$ cat config.mk
export PLATFORM = sky130hd
export DESIGN_NAME = controle_multiciclo_flat
export DESIGN_NICKNAME = d
export VERILOG_FILES = /design/src/rtl/ula_pkg.sv /design/src/rtl/controle_multiciclo_if.sv /design/src/rtl/ula_op_decoder.sv /design/src/rtl/controle_multiciclo.sv /design/src/flat_wrapper.sv
export SDC_FILE = /design/constraint.sdc
export NUM_CORES = 1
export LEC_CHECK = 0
export ABC_CLOCK_PERIOD_IN_PS = 2210
export CAP_MARGIN = 15
export CORE_MARGIN = 8
export CORE_UTILIZATION = 35
export DETAILED_ROUTE_END_ITERATION = 16
export SLEW_MARGIN = 20
export SYNTH_ARGS = -nofsm -noshare
export SYNTH_HDL_FRONTEND = slang
export SYNTH_SLANG_ARGS = --single-unit
$ cat constraint.sdc
create_clock -name clk -period 2.21 [get_ports clk]
set_input_delay 0.442 -clock clk [delete_from_list [all_inputs] [get_ports clk]]
set_output_delay 0.442 -clock clk [all_outputs]
set_load 0.005 [all_outputs]
$ cat src/rtl/ula_pkg.sv
// ula_pkg
// Shared constants for the multicycle datapath: ULA operation codes, control
// FSM state encodings, instruction opcode/funct values, and the bundle of
// per-state control outputs together with its decode function.
// Ports: none (package).
package ula_pkg;

  // ULA operation codes
  localparam logic [3:0] ULA_AND = 4'b0000;
  localparam logic [3:0] ULA_OR  = 4'b0001;
  localparam logic [3:0] ULA_ADD = 4'b0010;
  localparam logic [3:0] ULA_XOR = 4'b0011;
  localparam logic [3:0] ULA_SUB = 4'b0110;
  localparam logic [3:0] ULA_SLT = 4'b0111;
  localparam logic [3:0] ULA_NOR = 4'b1100;

  // Opcodes, IR[31:26]
  localparam logic [5:0] OP_RTYPE = 6'b000000;
  localparam logic [5:0] OP_LW    = 6'b100011;
  localparam logic [5:0] OP_SW    = 6'b101011;
  localparam logic [5:0] OP_BEQ   = 6'b000100;
  localparam logic [5:0] OP_J     = 6'b000010;
  localparam logic [5:0] OP_ADDI  = 6'b001000;

  // R-type funct, IR[5:0]
  localparam logic [5:0] FN_ADD = 6'b100000;
  localparam logic [5:0] FN_SUB = 6'b100010;
  localparam logic [5:0] FN_AND = 6'b100100;
  localparam logic [5:0] FN_OR  = 6'b100101;
  localparam logic [5:0] FN_XOR = 6'b100110;
  localparam logic [5:0] FN_NOR = 6'b100111;
  localparam logic [5:0] FN_SLT = 6'b101010;

  // Control FSM states; codes 12-15 are unused and fall back to FETCH
  typedef enum logic [3:0] {
    ST_FETCH     = 4'd0,
    ST_DECODE    = 4'd1,
    ST_MEM_ADDR  = 4'd2,
    ST_MEM_READ  = 4'd3,
    ST_MEM_WB    = 4'd4,
    ST_MEM_WRITE = 4'd5,
    ST_R_EXEC    = 4'd6,
    ST_R_WB      = 4'd7,
    ST_BRANCH    = 4'd8,
    ST_JUMP      = 4'd9,
    ST_ADDI_EXEC = 4'd10,
    ST_ADDI_WB   = 4'd11
  } state_t;

  typedef struct packed {
    logic       pc_en;
    logic       iord;
    logic       mem_read;
    logic       mem_write;
    logic       ir_write;
    logic       mem_to_reg;
    logic       reg_dst;
    logic       reg_write;
    logic       alu_src_a;
    logic [1:0] alu_src_b;
    logic [1:0] pc_source;
    logic [3:0] ula_op;
  } ctrl_t;

  // Pure state-dependent control values. Signals that also depend on inputs
  // (branch pc_en, R-type ula_op, illegal) are overlaid by the controller.
  function automatic ctrl_t state_ctrl(state_t st);
    ctrl_t c;
    c = '0;
    case (st)
      ST_FETCH: begin
        c.mem_read  = 1'b1;
        c.ir_write  = 1'b1;
        c.alu_src_b = 2'b01;
        c.ula_op    = ULA_ADD;
        c.pc_en     = 1'b1;
      end
      ST_DECODE: begin
        c.alu_src_b = 2'b11;
        c.ula_op    = ULA_ADD;
      end
      ST_MEM_ADDR, ST_ADDI_EXEC: begin
        c.alu_src_a = 1'b1;
        c.alu_src_b = 2'b10;
        c.ula_op    = ULA_ADD;
      end
      ST_MEM_READ: begin
        c.mem_read = 1'b1;
        c.iord     = 1'b1;
      end
      ST_MEM_WB: begin
        c.reg_write  = 1'b1;
        c.mem_to_reg = 1'b1;
      end
      ST_MEM_WRITE: begin
        c.mem_write = 1'b1;
        c.iord      = 1'b1;
      end
      ST_R_EXEC: begin
        c.alu_src_a = 1'b1;
      end
      ST_R_WB: begin
        c.reg_write = 1'b1;
        c.reg_dst   = 1'b1;
      end
      ST_ADDI_WB: begin
        c.reg_write = 1'b1;
      end
      ST_BRANCH: begin
        c.alu_src_a = 1'b1;
        c.ula_op    = ULA_SUB;
        c.pc_source = 2'b01;
      end
      ST_JUMP: begin
        c.pc_source = 2'b10;
        c.pc_en     = 1'b1;
      end
      default: c = '0;
    endcase
    return c;
  endfunction

endpackage

$ cat src/rtl/controle_multiciclo_if.sv
// controle_multiciclo_if
// Bundles the instruction fields and flag coming from the datapath with the
// control lines going back to it.
// Modports:
//   master - control unit: takes opcode/funct/zero, drives all control lines
//   slave  - datapath side: drives opcode/funct/zero, takes control lines
interface controle_multiciclo_if;
  logic [5:0] opcode;
  logic [5:0] funct;
  logic       zero;

  logic       pc_en;
  logic       iord;
  logic       mem_read;
  logic       mem_write;
  logic       ir_write;
  logic       mem_to_reg;
  logic       reg_dst;
  logic       reg_write;
  logic       alu_src_a;
  logic       illegal;
  logic [1:0] alu_src_b;
  logic [1:0] pc_source;
  logic [3:0] ula_op;
  logic [3:0] state;

  modport master (
    input  opcode, funct, zero,
    output pc_en, iord, mem_read, mem_write, ir_write, mem_to_reg, reg_dst,
           reg_write, alu_src_a, illegal, alu_src_b, pc_source, ula_op, state
  );

  modport slave (
    output opcode, funct, zero,
    input  pc_en, iord, mem_read, mem_write, ir_write, mem_to_reg, reg_dst,
           reg_write, alu_src_a, illegal, alu_src_b, pc_source, ula_op, state
  );
endinterface

$ cat src/rtl/ula_op_decoder.sv
// ula_op_decoder
// Maps an R-type funct field to the ULA operation and flags whether the
// funct is one of the supported R-type operations.
// Ports:
//   funct  in  6  IR[5:0]
//   ula_op out 4  ULA operation (0000 when funct is not supported)
//   legal  out 1  funct is a supported R-type operation
module ula_op_decoder
  import ula_pkg::*;
(
  input  logic [5:0] funct,
  output logic [3:0] ula_op,
  output logic       legal
);

  always_comb begin
    ula_op = 4'b0000;
    legal  = 1'b1;
    case (funct)
      FN_ADD:  ula_op = ULA_ADD;
      FN_SUB:  ula_op = ULA_SUB;
      FN_AND:  ula_op = ULA_AND;
      FN_OR:   ula_op = ULA_OR;
      FN_XOR:  ula_op = ULA_XOR;
      FN_NOR:  ula_op = ULA_NOR;
      FN_SLT:  ula_op = ULA_SLT;
      default: legal  = 1'b0;
    endcase
  end

endmodule

$ cat src/rtl/controle_multiciclo.sv
// controle_multiciclo
// Moore control FSM for the multicycle processor. Per-state control values
// are registered alongside the state; the few input-dependent outputs
// (branch pc_en, R-type ula_op, illegal) and the reset gating are overlaid
// combinationally.
// Ports:
//   clk    in  1  sole clock, rising edge
//   reset  in  1  synchronous, active-high
//   bus    master modport of controle_multiciclo_if (opcode/funct/zero in,
//          control lines and debug state out)
//
// state     | meaning
// ----------+----------------------------------------------
// FETCH     | read instruction, IR <= mem, PC <= PC + 4
// DECODE    | classify opcode, ALUOut <= branch target
// MEM_ADDR  | compute lw/sw effective address
// MEM_READ  | read data memory
// MEM_WB    | write loaded word to register file
// MEM_WRITE | write data memory
// R_EXEC    | execute R-type op selected by funct
// R_WB      | write R-type result to rd
// BRANCH    | compare operands, take branch if zero
// JUMP      | load jump target into PC
// ADDI_EXEC | add sign-extended immediate
// ADDI_WB   | write addi result to rt
module controle_multiciclo
  import ula_pkg::*;
(
  input  logic                   clk,
  input  logic                   reset,
  controle_multiciclo_if.master  bus
);

  state_t     state_q;
  state_t     state_d;
  ctrl_t      ctrl_q;
  logic       is_store_q;
  logic [3:0] r_ula_op;
  logic       funct_legal;
  logic       instr_legal;

  ula_op_decoder u_ula_op_decoder (
    .funct  (bus.funct),
    .ula_op (r_ula_op),
    .legal  (funct_legal)
  );

  always_comb begin
    instr_legal = 1'b0;
    case (bus.opcode)
      OP_LW, OP_SW, OP_BEQ, OP_J, OP_ADDI: instr_legal = 1'b1;
      OP_RTYPE:                            instr_legal = funct_legal;
      default:                             instr_legal = 1'b0;
    endcase
  end

  always_comb begin
    state_d = ST_FETCH;
    case (state_q)
      ST_FETCH: state_d = ST_DECODE;
      ST_DECODE: begin
        case (bus.opcode)
          OP_LW, OP_SW: state_d = ST_MEM_ADDR;
          OP_RTYPE:     state_d = funct_legal ? ST_R_EXEC : ST_FETCH;
          OP_BEQ:       state_d = ST_BRANCH;
          OP_J:         state_d = ST_JUMP;
          OP_ADDI:      state_d = ST_ADDI_EXEC;
          default:      state_d = ST_FETCH;
        endcase
      end
      // lw/sw choice was latched in DECODE so the opcode is not re-read here
      ST_MEM_ADDR:  state_d = is_store_q ? ST_MEM_WRITE : ST_MEM_READ;
      ST_MEM_READ:  state_d = ST_MEM_WB;
      ST_R_EXEC:    state_d = ST_R_WB;
      ST_ADDI_EXEC: state_d = ST_ADDI_WB;
      default:      state_d = ST_FETCH;
    endcase
  end

  always_ff @(posedge clk) begin
    if (reset) begin
      state_q    <= ST_FETCH;
      ctrl_q     <= state_ctrl(ST_FETCH);
      is_store_q <= 1'b0;
    end else begin
      state_q <= state_d;
      ctrl_q  <= state_ctrl(state_d);
      if (state_q == ST_DECODE) begin
        is_store_q <= (bus.opcode == OP_SW);
      end
    end
  end

  always_comb begin
    bus.iord       = ctrl_q.iord;
    bus.mem_read   = ctrl_q.mem_read;
    bus.mem_write  = ctrl_q.mem_write;
    bus.ir_write   = ctrl_q.ir_write;
    bus.mem_to_reg = ctrl_q.mem_to_reg;
    bus.reg_dst    = ctrl_q.reg_dst;
    bus.reg_write  = ctrl_q.reg_write;
    bus.alu_src_a  = ctrl_q.alu_src_a;
    bus.alu_src_b  = ctrl_q.alu_src_b;
    bus.pc_source  = ctrl_q.pc_source;
    bus.state      = state_q;
    // beq writes the PC in the same cycle the ULA reports equality
    bus.pc_en      = (state_q == ST_BRANCH) ? bus.zero : ctrl_q.pc_en;
    bus.ula_op     = (state_q == ST_R_EXEC) ? r_ula_op : ctrl_q.ula_op;
    bus.illegal    = (state_q == ST_DECODE) && !instr_legal;
    // Side-effecting strobes are suppressed while reset is held, so a reset
    // landing mid-instruction cannot corrupt memory or registers.
    if (reset) begin
      bus.pc_en     = 1'b0;
      bus.mem_read  = 1'b0;
      bus.mem_write = 1'b0;
      bus.ir_write  = 1'b0;
      bus.reg_write = 1'b0;
      bus.illegal   = 1'b0;
    end
  end

endmodule
$ cat src/flat_wrapper.sv
// flat-port wrapper written by rule: the top's interface ports become plain ports
module controle_multiciclo_flat import ula_pkg::*;
  (clk, reset, bus_opcode, bus_funct, bus_zero, bus_pc_en, bus_iord, bus_mem_read, bus_mem_write, bus_ir_write, bus_mem_to_reg, bus_reg_dst, bus_reg_write, bus_alu_src_a, bus_illegal, bus_alu_src_b, bus_pc_source, bus_ula_op, bus_state);
  controle_multiciclo_if bus_i ();
  input  logic clk;
  input  logic reset;
  input wire logic [$bits(bus_i.opcode)-1:0] bus_opcode;
  input wire logic [$bits(bus_i.funct)-1:0] bus_funct;
  input wire logic [$bits(bus_i.zero)-1:0] bus_zero;
  output wire logic [$bits(bus_i.pc_en)-1:0] bus_pc_en;
  output wire logic [$bits(bus_i.iord)-1:0] bus_iord;
  output wire logic [$bits(bus_i.mem_read)-1:0] bus_mem_read;
  output wire logic [$bits(bus_i.mem_write)-1:0] bus_mem_write;
  output wire logic [$bits(bus_i.ir_write)-1:0] bus_ir_write;
  output wire logic [$bits(bus_i.mem_to_reg)-1:0] bus_mem_to_reg;
  output wire logic [$bits(bus_i.reg_dst)-1:0] bus_reg_dst;
  output wire logic [$bits(bus_i.reg_write)-1:0] bus_reg_write;
  output wire logic [$bits(bus_i.alu_src_a)-1:0] bus_alu_src_a;
  output wire logic [$bits(bus_i.illegal)-1:0] bus_illegal;
  output wire logic [$bits(bus_i.alu_src_b)-1:0] bus_alu_src_b;
  output wire logic [$bits(bus_i.pc_source)-1:0] bus_pc_source;
  output wire logic [$bits(bus_i.ula_op)-1:0] bus_ula_op;
  output wire logic [$bits(bus_i.state)-1:0] bus_state;
  assign bus_i.opcode = bus_opcode;
  assign bus_i.funct = bus_funct;
  assign bus_i.zero = bus_zero;
  assign bus_pc_en = bus_i.pc_en;
  assign bus_iord = bus_i.iord;
  assign bus_mem_read = bus_i.mem_read;
  assign bus_mem_write = bus_i.mem_write;
  assign bus_ir_write = bus_i.ir_write;
  assign bus_mem_to_reg = bus_i.mem_to_reg;
  assign bus_reg_dst = bus_i.reg_dst;
  assign bus_reg_write = bus_i.reg_write;
  assign bus_alu_src_a = bus_i.alu_src_a;
  assign bus_illegal = bus_i.illegal;
  assign bus_alu_src_b = bus_i.alu_src_b;
  assign bus_pc_source = bus_i.pc_source;
  assign bus_ula_op = bus_i.ula_op;
  assign bus_state = bus_i.state;
  controle_multiciclo u_core (.clk(clk), .reset(reset), .bus(bus_i));
endmodule
# Yosys cells after proc, flatten, opt, wreduce, memory -nomap -nowiden
# Cells that the tools add are included.
dict set report word_totals {
  out_inout_bits 22
  latch_bits 0
  mem_count 0
  ramBits 0
  inputBits 15
  reg_bits 22
  elab_cells 85
  romBits 0
}
dict set report op_classes {
  n_mul 0
  reduce_logical 15
  div_mod_pow 0
  n_addsub 0
  bitwise_logic 0
  n_eq_ne 29
  magnitude_cmp 0
  muxes 27
  n_shift 0
}
# op count
set ops {}
lappend ops {{== test 6 bit, second input constant} 9}
lappend ops {{case mux 4 bit (6 select lines)} 2}
lappend ops {{== test 4 bit, second input constant} 6}
lappend ops {{== test 4 x 3 -> 1 bit, second input constant} 5}
lappend ops {{case mux 4 bit (5 select lines)} 1}
lappend ops {{2-to-1 mux 1 bit} 17}
lappend ops {{== test 4 x 2 -> 1 bit, second input constant} 4}
lappend ops {{OR reduction 2 bit} 5}
lappend ops {{== test 4 x 1 -> 1 bit, second input constant} 2}
lappend ops {{logical NOT 4 bit} 2}
lappend ops {{OR reduction 4 bit} 2}
lappend ops {{OR reduction 7 bit} 1}
lappend ops {{== test 6 x 2 -> 1 bit, second input constant} 1}
lappend ops {{== test 6 x 3 -> 1 bit, second input constant} 1}
lappend ops {{== test 6 x 4 -> 1 bit, second input constant} 1}
lappend ops {{logical NOT 6 bit} 1}
lappend ops {{2-to-1 mux 3 bit} 2}
lappend ops {{case mux 2 bit (3 select lines)} 1}
lappend ops {{case mux 3 bit (2 select lines)} 1}
lappend ops {{OR reduction 5 bit} 1}
lappend ops {{2-to-1 mux 4 bit} 1}
lappend ops {{case mux 2 bit (2 select lines)} 1}
lappend ops {{OR reduction 3 bit} 1}
lappend ops {{case mux 1 bit (2 select lines)} 1}
lappend ops {{other kinds (2)} 2}

# Logic depth before layout (Yosys ltp)
# Gate-level depths: netlist (run 1).
dict set report logic_depth {
  word_depth 9
  ltp_mapped 6
}

# Cells and area by module
# From an unflattened synthesis (run 1), not the netlist that was laid out.
dict set report unflattened {
  cells_unflattened 133
  area_unflattened_um2 1086.0
}
# module seq_area_each_um2 cells_each n_inst area_each_um2
set modules_own_cells {}
lappend modules_own_cells {controle_multiciclo 400.4 119 1 996.0}
lappend modules_own_cells {ula_op_decoder 0.0 14 1 90.1}

# Worst setup path before layout (run 1)
# No wires, ideal clock.
dict set report synth_timing {
  kind {flip-flop to output port}
  start {register u_core.state_q[2] (netlist: u_core.bus.state[2])}
  end {output bus_ula_op[1]}
  slack_ns 0.311
  arrival_ns 1.457
  n_path_buf 1
  required_time_ns 1.768
  path_stages_with_launch 5
  cell_sequence {dfxtp_1 -> clkbuf_1 -> nand3b_1 -> or2_2 -> o31ai_1}
}
dict set report synth_via {
  elab_chain_cells 2
}
# element line_no
set synth_rtl {}
lappend synth_rtl {{start: declaration} controle_multiciclo.sv:34} ;# state_t state_q;
lappend synth_rtl {{start signal: assignment} controle_multiciclo.sv:86} ;# state_q <= state_d;
lappend synth_rtl {{== test 4 x 3 -> 1 bit} controle_multiciclo.sv:108} ;# bus.ula_op = (state_q == ST_R_EXEC) ? r_ula_op : ctrl_q.ula_op;
lappend synth_rtl {{2-to-1 mux 4 bit} controle_multiciclo.sv:108}
lappend synth_rtl {{end: declaration} flat_wrapper.sv:22} ;# output wire logic [$bits(bus_i.ula_op)-1:0] bus_ula_op;
# Every way passes these cells.

# Worst setup path after layout (run 1)
dict set report layout_timing {
  start {input bus_opcode[5]}
  end {output bus_illegal}
}
dict set report layout_via {
  elab_chain_cells 6
  elab_cells_between_ends 11
}
# element line_no
set layout_rtl {}
lappend layout_rtl {{start: declaration} flat_wrapper.sv:7} ;# input wire logic [$bits(bus_i.opcode)-1:0] bus_opcode;
lappend layout_rtl {{== test 6 bit (tied with other cells)} controle_multiciclo.sv:50} ;# case (bus.opcode)
lappend layout_rtl {{OR reduction 5 bit} controle_multiciclo.sv:50}
lappend layout_rtl {{case mux 1 bit (2 select lines) *} controle_multiciclo.sv:50}
lappend layout_rtl {{logical NOT 1 bit *} controle_multiciclo.sv:109} ;# bus.illegal = (state_q == ST_DECODE) && !instr_legal;
lappend layout_rtl {{logical AND 1 bit *} controle_multiciclo.sv:109}
lappend layout_rtl {{2-to-1 mux 1 bit *} controle_multiciclo.sv:112} ;# if (reset) begin
lappend layout_rtl {{end: declaration} flat_wrapper.sv:19} ;# output wire logic [$bits(bus_i.illegal)-1:0] bus_illegal;
# Every way passes the cells marked *; elsewhere a longest branch is shown, timed or not.

==> results of run 1 <==
## stage by stage
stage               area [um2]  setup TNS, ps
global placement          1735          -3305
floorplan                 1115              0
finish                    1851              0
detailed placement        1735          -4162
CTS                       1839              0
global route              1851         -5.022
## per-layer routing
| layer | vias up | wire [um] | GRT usage |
|---|---|---|---|
| li1 | 615 | - | - |
| met1 | 574 | 1473 | 0.1449 |
| met2 | 34 | 1635 | 0.2377 |
| met3 | 6 | 153 | 0.03168 |
| met4 | 0 | 63 | 0.04000 |
| met5 | - | 0 | 0 |
## what timing repair did
| item | 4_1_cts | 5_1_grt |
|---|---|---|
| resized for setup | 33 | 15 |
| setup endpoints to repair | 7 | 7 |
| buffers inserted | 2 | 1 |
| pin swaps | 1 | 3 |
## layout make-up
cell class / count / area share
Clock buffer: 3 / 0.01217
Tap cell: 44 / 0.02975
Multi-Input combinational cell: 98 / 0.3807
Timing Repair Buffer: 73 / 0.3340
Sequential cell: 20 / 0.2170
Clock inverter: 1 / 0.01623
Inverter: 5 / 0.01014
## Yosys cell counts (3+ instances only)
master and number:
dfxtp_1 20, nor2_1 14, nor3_1 10, o21ai_0 10
nand2_1 7, a21oi_1 6, inv_1 5, buf_4 4
nand2b_1 4, nand3_1 4, nor2b_1 4, clkbuf_1 3
## worst reg2reg max path, stage by stage (launching register included)
cell       delay [ps]
dfxtp_2           360
buf_4             160
nor4b_4           270
o2111ai_1         150
o31a_1            180
buf_4             170
nand2b_1          130
a21oi_1           150
## where the power goes
group / internal, mW / total, mW / switching, mW
sequential: 0.370 / 0.372 / 0.00239
clock: 0.183 / 0.298 / 0.115
combinational: 0.0962 / 0.179 / 0.0830
total: 0.649 / 0.849 / 0.200
## cell families after synthesis
group | share of synthesized area
AO/OA/AOI/OAI | 0.2211
flip-flops | 0.3591
AND/OR/NAND/NOR | 0.3165
buffers and inverters | 0.06172
multiplexers | 0.008979
adder cells (fa/ha/maj) | 0.008979
XOR/XNOR | 0.02357
## how the worst min path moves through the flow
stage	to	slack (ps)	cells past startpoint
final	u_core.is_store_q$_SDFFE_PP0P_	490	2
after global placement	u_core.is_store_q$_SDFFE_PP0P_	460	2
after detailed placement	u_core.is_store_q$_SDFFE_PP0P_	480	2
after global routing	u_core.is_store_q$_SDFFE_PP0P_	510	2
after CTS	u_core.is_store_q$_SDFFE_PP0P_	490	2
after floorplan	u_core.is_store_q$_SDFFE_PP0P_	450	2
==> metrics.cfg, run 1 <==
[place]
place_inst = 237
hpwlAfterDp_mm = 2.610
port_buffers = 36
preCtsSetupSlack_ps = -655.4
gp_congestion = 0.8653

[sta]
period_needed_ps = 2149
max_slew_margin = 0.8005
final-hold-violation-count = 0
setup_violations = 0
drv_slew = 0
rsz0062_at_grt = yes
fmaxAchievable_ghz = 0.4653
whs_ps = 493.7
period_share = 0.9724
skew_ps = 2.675
worstMarginPinSlew_ps = 296.9
final.setup.worst_slack_ps = 60.96

[cells_and_area]
regMostFlops = u_core.ctrl_q
largest_register_ffs = 7
drive_gt1_frac = 0.3300
area_growth_pct = 65.99
n_fill_cell = 294
multiInputGateArea_um2 = 704.4
fin_nets = 216
n_antenna_cell = 0
final_cells = 244
final_common_cell = buf_4
regArea_um2 = 401.6
mostFrequentLayoutCells = buf_4 (36), clkdlybuf4s50_1 (20), dfxtp_1 (19), nor2_1 (13), nor3_1 (10)
final_util = 0.6061

[global_routing]
grt_pass1_wl_mm = 5.623
grt_max_degree = 13
grt_pass1_vias = 1266
gr-total-overflow = 0
antenna_found_initial = 0
track_usage = 0.1307

[clock_network]
cts_buffers = 3
clkTransAtPathRegs_ps = 120
root_buffer = clkbuf_4
clk_latency_ps = 300
cts_tree = built
ctsHoldBuffers = 0
cts_max_level = 1
cts.sinks = 20
clockBufferDepth = 2

[synthesis]
synth_cells = 132
syn_nets = 147
synth-async-reset-ratio = 0
synth.area.top_cells = dfxtp_1 (36%), nor2_1 (4.7%), nor3_1 (4.5%)
synth_top_area_frac = 0.3591
ys_seq_elements = 20
yosys.area.top_type = dfxtp_1
seq_area_frac_synth = 0.3591
ys.flop_type = dfxtp_1
syn_area_um2 = 1115
synth_warnings = 0
synth.avg_cell_area_um2 = 8.446
yosysUniqueCellTypes = 46
synth_edf_count = 0

[setup_path]
critPathLaunchType = input port
r2r-end = u_core.bus.alu_src_a$_SDFF_PP0_
crit_start = bus_opcode[5]
worstPathRequired_ps = 1770
cp-endpoint = bus_illegal
cpPeakStageDelay_ps = 550
cp-end-kind = primary output
path_buf_inv = 3
r2r_cells = 7
crit_cells = 7
crit_family = simple AND/OR/NAND/NOR gates
cp_max_fo = 5
slowest_stage = or4_4
worstPathArrival_ps = 1710
r2r_slack_ps = 580
path_cells = buf_4 > buf_6 > or4_4 > a21oi_4 > nand2_1 > nor4b_2 > buf_2
path_class = input port to primary output
rr_startpoint = u_core.bus.state[2]$_SDFF_PP0_

[outcome]
outcome = completed

[pwr]
power_per_cell_area_nw_per_um2 = 459.1
peakVddDrop_mv = 0.3384
power_mw = 0.8495
leakage_nw = 0.7951

[route]
ant_nets = 0
drt_first_pass_iters = 5
routed_wl_mm = 3.326
drc_errors = 0
post_drt_wl_per_cell_um = 13.63
first_iter_violations = 31
via_count = 1229
viasPerCell = 5.037

[floorplanning]
die_h_um = 72.44
coreArea_um2 = 3053
rows = 20
initial_core_util = 0.3652
die_w_um = 72.44
ios = 37
fp.dieArea_um2 = 5247

[hold_path]
min_path_type = flip-flop to flip-flop
min_from = u_core.is_store_q$_SDFFE_PP0P_

[run]
drv_cap = 0

(Power assumes the default switching activity.)
==> run 2: changes to the inputs <==
CAP_MARGIN = 10   (was 15)
==> results of run 2 <==
Same layout as run 1: the final DEF is identical, and so are final timing and power.
==> run 3: changes to the inputs <==
CTS_CLUSTER_DIAMETER = 60   (was unset)
==> results of run 3 <==
Same layout as run 1: the final DEF is identical, and so are final timing and power.
==> RTL edit: new RTL, config.mk and constraints of run 3 <==
Reset style: asynchronous (`reset`), changed in one clocked block.
--- a/src/rtl/controle_multiciclo.sv
+++ b/src/rtl/controle_multiciclo.sv
@@ -77,7 +77,7 @@
     endcase
   end
 
-  always_ff @(posedge clk) begin
+  always_ff @(posedge clk or posedge reset) begin
     if (reset) begin
       state_q    <= ST_FETCH;
       ctrl_q     <= state_ctrl(ST_FETCH);
Function: differs if reset is asserted again (counterexample within 4 cycles, from zero or initial values and one cycle with reset high); with reset held inactive, the same outputs for 10 cycles.
==> RTL edit against run 3 <==
Non-clock buffer count decreased by 3; fmax decreased by 1.5%; sequential cell count unchanged; synthesized area decreased by 0.34%; design area decreased by 0.20%; wire length decreased by 1.2%; worst hold slack improved by 58 ps; worst setup slack got worse by 33 ps; largest cell class is now non-clock buffers.
Power is not compared: it rests on default switching activity, and its combinational part moved more than twofold at a synthesized area within 25%.
==> RTL edit: results <==
[timing]
fin_skew_ps = 2.33
tightestPinTransition_ps = 487

[route]
dr_total_vias = 1124
wl_met3_um = 171
first_iter_violations = 59
first_pass_iters = 4

[layout]
seq_share = 0.274
n_fill_cell = 269
fin_nets = 202
nonClkBufAreaFrac = 0.326
n_all_buffers = 70

[worst_setup_path]
r2r_slack_ps = 60
r2r-end = "u_core.ctrl_q[2]$_DFF_PP0_"
slowest_delay_ps = 420

[logic_synthesis]
ys_seq_area_frac = 0.456
synth.top_cells.by_area = "dfrtp_1 (34%), dfstp_2 (12%), o21ai_0 (5.0%)"
syn_nets = 135
yosysUniqueCellTypes = 41

[place]
dpl_worst_slack_ps = -621
place.gp.congestion = 0.833
dp_hpwl_um = 2540

[global_route]
grtUsageTotal = 0.126
grtUsageMet1 = 0.149

[hold_path]
hold_depth = 1

[run_status]
outcome = "complete, no violations"
-- RTL edit: cell types whose count changed after synthesis, moves of 3 or more --
cell,delta
dfxtp_1,-20
dfrtp_1,+15
dfstp_2,+5
nor2_1,-5
nor3_1,-5
a21oi_1,-3
nor2b_1,+3
-- RTL edit: logic make-up after synthesis --
family / synth area share
AO/OA/AOI/OAI: 0.169
XOR/XNOR: 0.0237
buffers and inverters: 0.0788
flip-flops: 0.456
multiplexers: 0.0180
AND/OR/NAND/NOR: 0.254
-- RTL edit: timing repair --
action,CTS,global route
endpoints found under the hold margin,0,0
pin swaps,4,5
setup buffers,4,1
resized for setup,25,18
setup endpoints to repair,14,14
-- RTL edit: through the flow --
stage	cell area [µm²]	instances	hold WS [ps]	utilization
final	1850	230	551	0.610
after floorplan	1110	120	402	-
after CTS	1800	229	545	0.594
after global routing	1850	230	584	0.610
after global placement	1690	221	521	0.557
after detailed placement	1690	221	526	0.557
